--- src/rtl/freq_meter.sv ---
`timescale 1ns/1ps
// Gated-window frequency meter: counts synchronized rising edges of sig_in over
// GATE_CYCLES clocks, then publishes the count with a one-cycle done pulse.
module freq_meter #(
    parameter int GATE_CYCLES = 48000000,
    parameter int GATE_WIDTH  = 32,
    parameter int CNT_WIDTH   = 32
) (
    input  logic                 clock,
    input  logic                 rst_n,
    input  logic                 en,
    input  logic                 sig_in,
    output logic [CNT_WIDTH-1:0] freq_out,
    output logic                 done,
    output logic                 ovf,
    output logic                 busy
);

    localparam logic [GATE_WIDTH-1:0] GATE_LAST = GATE_WIDTH'(GATE_CYCLES - 1);
    localparam logic [CNT_WIDTH-1:0]  CNT_MAX   = '1;

    typedef enum logic [1:0] {
        IDLE,
        GATE,
        LATCH
    } state_t;

    state_t                state;
    logic                  sync1;
    logic                  sync2;
    logic                  sync3;
    logic                  rise;
    logic [GATE_WIDTH-1:0] gate_cnt;
    logic [CNT_WIDTH-1:0]  edge_cnt;
    logic                  sat;

    // sync1/sync2 resolve metastability; sync3 only delays for edge detection.
    always_ff @(posedge clock or negedge rst_n) begin
        if (!rst_n) begin
            sync1 <= 1'b0;
            sync2 <= 1'b0;
            sync3 <= 1'b0;
        end else begin
            sync1 <= sig_in;
            sync2 <= sync1;
            sync3 <= sync2;
        end
    end

    assign rise = sync2 & ~sync3;

    always_ff @(posedge clock or negedge rst_n) begin
        if (!rst_n) begin
            state    <= IDLE;
            gate_cnt <= '0;
            edge_cnt <= '0;
            sat      <= 1'b0;
            freq_out <= '0;
            done     <= 1'b0;
            ovf      <= 1'b0;
            busy     <= 1'b0;
        end else begin
            done <= 1'b0;
            case (state)
                IDLE: begin
                    gate_cnt <= '0;
                    edge_cnt <= '0;
                    sat      <= 1'b0;
                    if (en) begin
                        state <= GATE;
                        busy  <= 1'b1;
                    end
                end
                GATE: begin
                    if (!en) begin
                        // Abort: partial window is discarded, published result is kept.
                        state    <= IDLE;
                        busy     <= 1'b0;
                        gate_cnt <= '0;
                        edge_cnt <= '0;
                        sat      <= 1'b0;
                    end else begin
                        gate_cnt <= gate_cnt + 1'b1;
                        if (rise) begin
                            if (edge_cnt == CNT_MAX) begin
                                sat <= 1'b1;
                            end else begin
                                edge_cnt <= edge_cnt + 1'b1;
                            end
                        end
                        if (gate_cnt == GATE_LAST) begin
                            state <= LATCH;
                        end
                    end
                end
                LATCH: begin
                    freq_out <= edge_cnt;
                    ovf      <= sat;
                    done     <= 1'b1;
                    gate_cnt <= '0;
                    edge_cnt <= '0;
                    sat      <= 1'b0;
                    state    <= en ? GATE : IDLE;
                    busy     <= en;
                end
                default: begin
                    state <= IDLE;
                    busy  <= 1'b0;
                end
            endcase
        end
    end

endmodule
--- config.mk ---
export PLATFORM = sky130hd
export DESIGN_NAME = freq_meter
export DESIGN_NICKNAME = d
export VERILOG_FILES = /design/src/rtl/freq_meter.sv
export SDC_FILE = /design/constraint.sdc
export NUM_CORES = 1
export LEC_CHECK = 0
export BUFFER_PORTS_ARGS = -buffer_cell sky130_fd_sc_hd__clkbuf_2
export CORE_ASPECT_RATIO = 0.9
export CORE_MARGIN = 10
export CORE_UTILIZATION = 30
export CTS_CLUSTER_DIAMETER = 60
export DETAILED_ROUTE_END_ITERATION = 8
export PLACE_DENSITY = 0.42
export REMOVE_ABC_BUFFERS = 1
export SYNTH_ARGS = -nofsm -noshare
export SYNTH_HDL_FRONTEND = slang
export SYNTH_SLANG_ARGS = --single-unit
--- constraint.sdc ---
create_clock -name clock -period 2.85 [get_ports clock]
set_clock_uncertainty 0.1 [all_clocks]
set_input_delay 0.285 -clock clock [delete_from_list [all_inputs] [get_ports clock]]
set_output_delay 0.285 -clock clock [all_outputs]
set_load 0.05 [all_outputs]
# Word level (Yosys, flattened, before mapping)
# Index checks and enable logic that the tools add are counted.
# totals
register_bits	105
in_bits	4
out_inout_bits	35
wordCells	51
# classes
addsub	2
n_eq_ne	10
mux	19
n_bitwise	2
n_reduce_logical	7
# op_table
cell	count
two-way mux 32 bit	4
one-hot mux 32 bit (2 select lines)	2
adder 32 x 1 -> 32 bit (second input constant)	2
equality test 32 x 26 -> 1 bit (second input constant)	1
equality test 32 bit (second input constant)	1
!= test 3 bit (second input constant)	4
two-way mux 1 bit	7
two-way mux 2 bit	3
one-hot mux 2 bit (3 select lines)	1
AND reduction 3 bit	2
!= test 2 bit (second input constant)	2
AND reduction 2 bit	2
one-hot mux 1 bit (3 select lines)	1
equality test 2 x 1 -> 1 bit (second input constant)	1
equality test 2 bit (second input constant)	1
logical NOT 2 bit	1
one-hot mux 1 bit (2 select lines)	1
nonzero test 2 bit	1
OR reduction 2 bit	1
AND 1 bit	1
inverter 1 bit	1

# Longest topological paths before layout
# Gate-level depths: netlist (run 1).
# logic_depth
ltp_word	5
depth_mapped	9
ltp_nobuf	6

# Least setup slack after synthesis (run 1)
# Ideal clock, no wire load.
# synth_timing
path_type	flip-flop to flip-flop
start	reg edge_cnt[0]
end	reg edge_cnt[13]
t_arrival_ns	2.280
t_required_ns	2.618
slack_ns	0.337
stages_incl_launch_ff	9
n_path_buf	2
path_cell_list	dfrtp_1 > ha_1 > nand4_2 > or4_4 > or4_1 > buf_2 > nand2_2 > buf_6 > o31ai_1
# synth_between
elab_chain_len	5
elab_cells_between_ends	8
classes_between	1 x add/sub; 2 x eq/ne; 4 x mux; 1 x reduce/logical
# synth_lines
element	line_no	text
start: declaration	34	logic [CNT_WIDTH-1:0] edge_cnt;
start signal: assignment	88	edge_cnt <= edge_cnt + 1'b1;
adder 32 x 1 -> 32 bit	88	
two-way mux 32 bit	85	if (edge_cnt == CNT_MAX) begin
two-way mux 32 bit	84	if (rise) begin
two-way mux 32 bit	75	if (!en) begin
one-hot mux 32 bit (2 select lines)	64	case (state)
# Parallel ways exist; a longest one is shown, timed or not. The select of a mux whose other input is x is not followed.
# A chain may end at the register's enable or synchronous reset.

# Final worst setup path (run 1)
# layout_timing
start	reg edge_cnt[0]
end	reg edge_cnt[7]
# The elaborated chain is that of the path after synthesis.

==> results.toml, run 1 <==
[layout]
layout.nets = 600
drive_gt1_share_pct = 19.2
final_cells = 839
post-route-util_pct = 35.6
n_antenna_cell = 0
multiInputGateArea_um2 = 2520
n_fill_cell = 1802
area_delta_synth_final_pct = 17.3
seqCellArea_um2 = 2630
final_area_um2 = 6260

[worst_setup_path]
rr_worst_depth = 6
slowest_stage = "or4_1"
slowest_delay_ns = 0.71
startpoint_type = "flop"
worstPathArrival_ns = 2.78
crit_required_ns = 2.97
reg2reg_from = "edge_cnt[0]"
crit_start = "edge_cnt[0]"
critical_path.max_fanout = 20
crit_path_end_kind = "flop"
path_cells = "ha_1, nand4_2, or4_4, or4_1, nand2_4, o31ai_1"
crit_type = "reg2reg"

[drt]
first_pass_iters = 5
drc = 0
wl_mm = 14.7
ant_nets = 0
wire_per_inst_um = 17.5
vias_per_cell = 5.51
drtIter0Drc = 351
num_vias = 4619

[hold_path]
worstHoldPathType = "in2reg"
min_from = "en"
holdPathStages = 2

[clock_network]
clock-root-buffer = "clkbuf_16"
clock_latency_ns = 0.36
tritoncts = "built"
postCtsSetupRepairBufs = 0
clockBufferDepth = 2
h-tree-depth = 3
cts.sink_count = 105
cts-buffers-inserted = 9
cts.clk_slew.worst_paths_ns = 0.07

[synthesis]
synth_common_cells = "dfrtp_1, nand2_1, o31ai_1"
synth_ff_type = "dfrtp_1"
synth-compound-area-share_pct = 18.6
synth_area_per_cell_um2 = 9.67
ys.warnings.count = 0
synthAdderAreaFrac_pct = 0.657
yosys.area.top_type = "dfrtp_1"
ys_ff_latch = 105
ys_types = 48
netlist.area_leader.share_pct = 49.2
syn_inst = 552
synth-simple-area-share_pct = 21.5
yosysSeqAreaShare_pct = 49.2
synthMostInstantiatedCell = "dfrtp_1"
synth_mux_area_share_pct = 6.28
synth_xor_area_share_pct = 0
synth.area.top_cells = "dfrtp_1, o31ai_1, mux2_2, o21ai_0, nand2_1"
synth_top_family_by_area = "simple AND/OR/NAND/NOR gates"
synth_area_um2 = 5340
async_flop_share_pct = 100
synth_edf_count = 0

[sta]
worstMarginPinSlew_ns = 0.892
fmax_ghz = 0.376
hold_violations = 0
hold_ws_ns = 0.250
worst_slack_ns = 0.193
fin_crit_ns = 2.66
totalNegativeSetupSlack_ns = 0
rsz0062_at_grt = "no"
period_share_pct = 93.2
setup_viol = 0
drv_slew = 0
slew_headroom_pct = 40.5

[power]
power.density_nw_per_um2 = 474
peakVddDrop_mv = 0.281
p_leak_nw = 2.78
p_total_mw = 2.97

[global_routing]
antenna_found_initial = 0
grt.total_usage_pct = 12.6
grt_pass1_wl_mm = 24.4
grt_overflow = 0
first_global_vias = 4396
grt_max_degree = 49

[place]
place_ws_ns = 0.0379
dpl.hpwl_mm = 9.99
dp.cells = 821
placed_area_um2 = 5920
gp_congestion = 0.772
portBuffers = 38

[floorplanning]
die_h_um = 147
die_area_um2 = 23500
die_x_um = 161
ios = 39
core_area_um2 = 17600
rows = 46
start_util_pct = 30.4

[status]
status = "finished clean"

[job]
max-cap-violations = 0
## cells in the final DEF, fill, tap and decap left out, drive strengths merged, types with 16 or more instances in the layout
cell type  instances
buf               28
nand3             37
nand4             29
clkbuf            48
o31ai             46
nand2             54
dfrtp            105
nor2              24
o21ai             49
a31oi             16
mux2              28
## final cells by class
cell class | count | area share (%)
Clock buffer | 11 | 3.72
Multi-Input combinational cell | 400 | 40.3
Sequential cell | 105 | 42.0
Clock inverter | 5 | 1.26
Inverter | 11 | 0.660
Timing Repair Buffer | 67 | 7.24
Tap cell | 240 | 4.80
## routing by layer
layer	GRT usage (%)	part of all wire, %
met3	3.01	4.3
met5	0	0
met1	18.0	52
met2	18.2	43
met4	3.72	1.4
## logic make-up after synthesis
family,Yosys count
flip-flops,105
buffers and inverters,47
AND/OR/NAND/NOR,215
multiplexers,30
adder cells (fa/ha/maj),3
AO/OA/AOI/OAI,152
## final timing paths
path	end	slack, ns
worst min register to register	sync2	0.25
max in group asynchronous	edge_cnt[28]	1.58
worst max register to register	edge_cnt[7]	0.19
min in group asynchronous	edge_cnt[15]	0.38
worst min-delay path	state[0]	0.25
worst max-delay path	edge_cnt[7]	0.19
## critical path, delay by kind of cell (launching register included)
kind / cells / cell delay, ns
AOI/OAI and AO/OA: 1 / 0.12
adders and majority gates: 1 / 0.23
DFF: 1 / 0.35
and+or+nand+nor: 4 / 1.72
## repair_timing
action                                 in CTS  in global routing
setup endpoints to repair                   0                 20
endpoints found under the hold margin      41                  0
hold buffers                                2                  0
resized for setup                           0                  1
## state kept, by name, summed over array words and instances (netlist names), 2 cells and up
name and flops:
edge_cnt 32, freq_out 32, gate_cnt 32, state 2
## where the power goes
group | internal [mW] | switching [mW]
Sequential | 1.50 | 0.00608
Combinational | 0.0317 | 0.0913
Clock | 0.772 | 0.573
Total | 2.30 | 0.670
(Power assumes the default switching activity.)
==> run 2, diff against run 1 <==
--- a/config.mk
+++ b/config.mk
@@ -12,7 +12,6 @@
 export CTS_CLUSTER_DIAMETER = 60
 export DETAILED_ROUTE_END_ITERATION = 8
 export PLACE_DENSITY = 0.42
-export REMOVE_ABC_BUFFERS = 1
 export SYNTH_ARGS = -nofsm -noshare
 export SYNTH_HDL_FRONTEND = slang
 export SYNTH_SLANG_ARGS = --single-unit
==> run 2 against run 1 <==
  * Combinational power grew 5%
  * Sequential power is essentially flat
  * Highest routed layer unchanged
  * Fmax decreased by 1.7%
  * Largest cell class unchanged
  * Die area did not move
==> results.toml, run 2 (synthesis results as in run 1) <==
[power]
peakVddDrop_mv = 0.291
power.density_nw_per_um2 = 487
p_total_mw = 3.09
p_leak_nw = 2.83

[floorplanning]
rows = 46
die_x_um = 161
start_util_pct = 30.4
die_h_um = 147
die_area_um2 = 23500
core_area_um2 = 17600
ios = 39

[global_routing]
grt_pass1_wl_mm = 24.8
grt_overflow = 0
first_global_vias = 4430
grt_max_degree = 41
grt.total_usage_pct = 12.8
antenna_found_initial = 0

[worst_setup_path]
path_cells = "ha_1, nand4_2, or4_4, or4_1, nand2_2, buf_12, o31ai_1"
crit_start = "edge_cnt[0]"
startpoint_type = "flop"
slowest_delay_ns = 0.70
reg2reg_from = "edge_cnt[0]"
critical_path.max_fanout = 16
slowest_stage = "or4_1"
worstPathArrival_ns = 2.84
crit_required_ns = 2.98
crit_path_end_kind = "flop"
path_buf_inv = 1
crit_type = "reg2reg"
crit_family = "simple AND/OR/NAND/NOR gates"

[layout]
layout.nets = 609
mostFrequentLayoutCells = "dfrtp_1, nand2_1, o31ai_1"
area_delta_synth_final_pct = 19.0
largestRegisters = "edge_cnt x32, freq_out x32, gate_cnt x32"
final_area_um2 = 6350
drive_gt1_share_pct = 20.4
post-route-util_pct = 36.2
n_antenna_cell = 0
n_fill_cell = 1770
layout_commonest_cell = "dfrtp_1"

[sta]
fin_crit_ns = 2.70
slew_headroom_pct = 62.9
totalNegativeSetupSlack_ns = 0
fmax_ghz = 0.370
setup_viol = 0
hold_violations = 0
worstMarginPinSlew_ns = 0.556
period_share_pct = 94.9
drv_slew = 0
rsz0062_at_grt = "no"

[clock_network]
tritoncts = "built"
clockBufferDepth = 2
h-tree-depth = 3
cts.sink_count = 105
cts-buffers-inserted = 9
clock_latency_ns = 0.36
postCtsSetupRepairBufs = 0
clock-root-buffer = "clkbuf_16"
cts.clk_slew.worst_paths_ns = 0.07

[drt]
wire_per_inst_um = 17.4
num_vias = 4569
vias_per_cell = 5.39
routed.top_layer = "met4"
first_pass_iters = 5
wl_met3_um = 739
drt-met1-wl_mm = 7.65
drtIter0Drc = 356
wl_mm = 14.8
drc = 0
ant_nets = 0
dr_wl_met2_mm = 6.27

[place]
portBuffers = 38
placed_area_um2 = 5990
gp_congestion = 0.788
dpl.hpwl_mm = 10.2

[hold_path]
min_from = "sync1"
worstHoldPathType = "reg2reg"

[job]
max-cap-violations = 0

[status]
status = "finished clean"

[synthesis]
syn-num-nets = 558
## run 2: cell types whose count changed in the layout (fill, tap and decap cells not counted), sizes merged
cell / delta
clkinv: -1
clkinvlp: +1
buf: +9
inv: -1
bufinv: +1
## run 2: timing repair
| item | in CTS | in global routing |
|---|---|---|
| resized for setup | 0 | 0 |
| hold endpoints to repair | 38 | 0 |
| hold buffers | 2 | 0 |
## run 2: per-layer routing
layer  track usage (%)  vias up
met5                 0        -
met1              18.5     2272
li1                  -     2209
met4              3.90        0
met3              3.37        9
met2              18.3       79
## run 2: path summary, 6_finish.rpt
| kind | end | slack [ns] | cells past startpoint |
|---|---|---|---|
| worst max-delay path | edge_cnt[17] | 0.15 | 7 |
| worst min-delay path | sync2 | 0.25 | 0 |
| worst max register to register | edge_cnt[17] | 0.15 | 7 |
| worst min register to register | sync2 | 0.25 | 0 |
| max in group asynchronous | gate_cnt[9] | 1.65 | 3 |
| min in group asynchronous | busy | 0.36 | 2 |
## run 2: power breakdown
group	leakage, nW	internal (mW)	switching [mW]
Clock	0.166	0.882	0.579
Sequential	1.45	1.50	0.00571
Combinational	1.21	0.0380	0.0909
Total	2.83	2.42	0.676
## run 2: metrics by stage
| step | hold slack, ns | setup WS (ns) | instances |
|---|---|---|---|
| 6_report | 0.253 | 0.146 | 848 |
| 5_1_grt | 0.258 | 0.0146 | 848 |
| 4_1_cts | 0.255 | 0.142 | 848 |
| 3_5_place_dp | 0.224 | 0.165 | 830 |
| 3_3_place_gp | 0.219 | 0.196 | 830 |
| 2_1_floorplan | -0.111 | 0.337 | 552 |
## run 2: layout make-up
| class | instances | area (um2) | area share [%] |
|---|---|---|---|
| repair buffers | 76 | 520 | 8.20 |
| clock buffers | 11 | 243 | 3.82 |
| multi-input cells | 400 | 2520 | 39.6 |
| clock inverters | 5 | 103 | 1.62 |
| flip-flops and latches | 105 | 2630 | 41.4 |
| well taps | 240 | 300 | 4.73 |
| inverters | 11 | 41.3 | 0.650 |
==> run 3, diff against run 2 <==
--- a/config.mk
+++ b/config.mk
@@ -5,6 +5,7 @@
 export SDC_FILE = /design/constraint.sdc
 export NUM_CORES = 1
 export LEC_CHECK = 0
+export ABC_AREA = 1
 export BUFFER_PORTS_ARGS = -buffer_cell sky130_fd_sc_hd__clkbuf_2
 export CORE_ASPECT_RATIO = 0.9
 export CORE_MARGIN = 10
==> run 3 against run 2 <==
  * Utilization is 1.4 points lower
  * Critical path type unchanged
  * Die area grew 4.5%
  * Sequential power about the same
  * Largest power group unchanged
  * Area after synthesis up 5.2%
==> results.toml, run 3 <==
[worst_setup_path]
slowest_delay_ns = 0.40
crit_type = "reg2reg"
path_cells = "ha_1, nand2_1, nor2_4, nand2_4, nor2_8, nand4_2, nand2_4, buf_12, nand2_1, o21ai_1"
crit_required_ns = 3.03
startpoint_type = "flop"
slowest_stage = "dfrtp_1"
crit_path_end_kind = "flop"
critical_path.max_fanout = 44
worstPathArrival_ns = 2.27

[floorplanning]
ios = 39
rows = 47
die_x_um = 164
start_util_pct = 30.5
die_h_um = 150
die_area_um2 = 24600
core_area_um2 = 18400

[global_routing]
grt_util_met3_pct = 3.90
grt.total_usage_pct = 13.1
antenna_found_initial = 0
grt_max_degree = 63
grtUsageMet2_pct = 18.1
grt_pass1_wl_mm = 25.8
grt_use_met1_pct = 19.4
grt_overflow = 0
first_global_vias = 4765
grt.busiest_layer = "met1"

[sta]
fmax_ghz = 0.479
fin_crit_ns = 2.09
worstMarginPinSlew_ns = 0.876
slew_headroom_pct = 41.6
period_share_pct = 73.3
totalNegativeSetupSlack_ns = 0
hold_violations = 0
rsz0062_at_grt = "no"
hold_ws_ns = 0.101
drv_slew = 0
setup_viol = 0

[synthesis]
synthMostInstantiatedCell = "nand2_1"
yosys.area.top_type = "dfrtp_1"
ys_ff_latch = 105
async_flop_share_pct = 100
yosysSeqAreaShare_pct = 46.8
synth.area.top_cells = "dfrtp_1, nand2_1, nor2_1, nand3_1, inv_1"
ys_types = 36
synth_area_um2 = 5610
synth_area_per_cell_um2 = 7.21
synth_ff_type = "dfrtp_1"
netlist.area_leader.share_pct = 46.8
syn-num-nets = 785
synth_edf_count = 0
synth_common_cells = "nand2_1, dfrtp_1, nor2_1"
syn_inst = 779
ys.warnings.count = 0

[hold_path]
worstHoldPathType = "in2reg"

[status]
status = "finished clean"

[drt]
wl_mm = 15.5
num_vias = 4993
first_pass_iters = 5
ant_nets = 0
wire_per_inst_um = 14.6
drc = 0
vias_per_cell = 4.68
drtIter0Drc = 444

[clock_network]
clock-root-buffer = "clkbuf_16"
cts-buffers-inserted = 9
h-tree-depth = 3
cts.clk_slew.worst_paths_ns = 0.07
clockBufferDepth = 2
clock_latency_ns = 0.36
ctsHoldBuffers = 2
postCtsSetupRepairBufs = 0
cts_resized = 0
tritoncts = "built"
cts.sink_count = 105

[layout]
post-route-util_pct = 34.8
layout.nets = 823
drive_gt1_share_pct = 9.50
n_fill_cell = 1979
final_cells = 1066
mostFrequentLayoutCells = "nand2_1, dfrtp_1, nor2_1"
n_antenna_cell = 0
layout_commonest_cell = "nand2_1"
area_delta_synth_final_pct = 14.1
largestRegisters = "edge_cnt x32, freq_out x32, gate_cnt x32"

[place]
dp.cells = 1049
gp_congestion = 0.863
portBuffers = 38
dpl.hpwl_mm = 11.4

[power]
p_leak_nw = 2.78
power.density_nw_per_um2 = 467
peakVddDrop_mv = 0.275

[job]
max-cap-violations = 0
==> run 3: cell types whose count changed after synthesis, moves of 21 or more <==
cell | before | now
o21ai_1 | 9 | 30
nand4_1 | 28 | 4
nand2_1 | 53 | 268
mux2_2 | 28 | 0
nand3_1 | 37 | 66
inv_1 | 11 | 73
nor2_1 | 24 | 90
o31ai_1 | 46 | 1
==> run 3: kinds of logic (layout without fill, tap and decap cells) <==
group           after synthesis  in the layout  synth area share, %
fa+ha+maj                     2              2                0.446
simple gates                452            452                 33.5
flops                       105            105                 46.8
compound gates              124            124                 12.2
buf+inv                      96            138                 7.07
==> run 3: area by class of cell <==
type | count | area, um2 | share of cell area [%]
clock buffer | 11 | 253 | 3.95
clock inverter | 4 | 51.3 | 0.801
inverter | 76 | 285 | 4.46
multi-input combinational | 578 | 2590 | 40.4
sequential | 105 | 2630 | 41.0
tap | 245 | 307 | 4.79
timing repair buffer | 47 | 290 | 4.53
==> run 3: path summary, 6_finish.rpt <==
kind                                endpoint  slack (ns)         from  cells past startpoint
worst max-delay path            edge_cnt[14]        0.76  edge_cnt[1]                     10
worst max register to register  edge_cnt[14]        0.76  edge_cnt[1]                     10
max in group asynchronous       freq_out[28]        1.53        rst_n                      3
min in group asynchronous       gate_cnt[27]        0.36        rst_n                      2
worst min-delay path                state[0]        0.10           en                      3
worst min register to register         sync2        0.26        sync1                      0
==> run 3: through the flow <==
step                setup slack [ns]  power (mW)  cell area, um2
global placement               0.848        1.71            6080
finish                         0.761        2.99            6400
floorplan                       1.17        1.64            5610
global route                   0.553        3.12            6400
CTS                            0.751        3.04            6400
detailed placement             0.779        1.71            6080
==> run 3: routing by layer <==
layer	wire length, um	part of all wire, %
met3	992	6.4
met2	6230	40
met4	151	0.97
met5	0	0
met1	8150	52
==> run 3: power by group <==
part	leakage (nW)	internal (mW)	switching, mW
Combinational	1.18	0.0358	0.129
Clock	0.148	0.727	0.582
Sequential	1.45	1.50	0.0105
Total	2.78	2.27	0.722
==> run 3: worst max-delay path, delay by kind of cell (launching register included) <==
kind | cells | cell delay, ns
DFF | 1 | 0.40
and+or+nand+nor | 7 | 0.97
adders and majority gates | 1 | 0.20
buffers and inverters | 1 | 0.25
AOI/OAI and AO/OA | 1 | 0.09
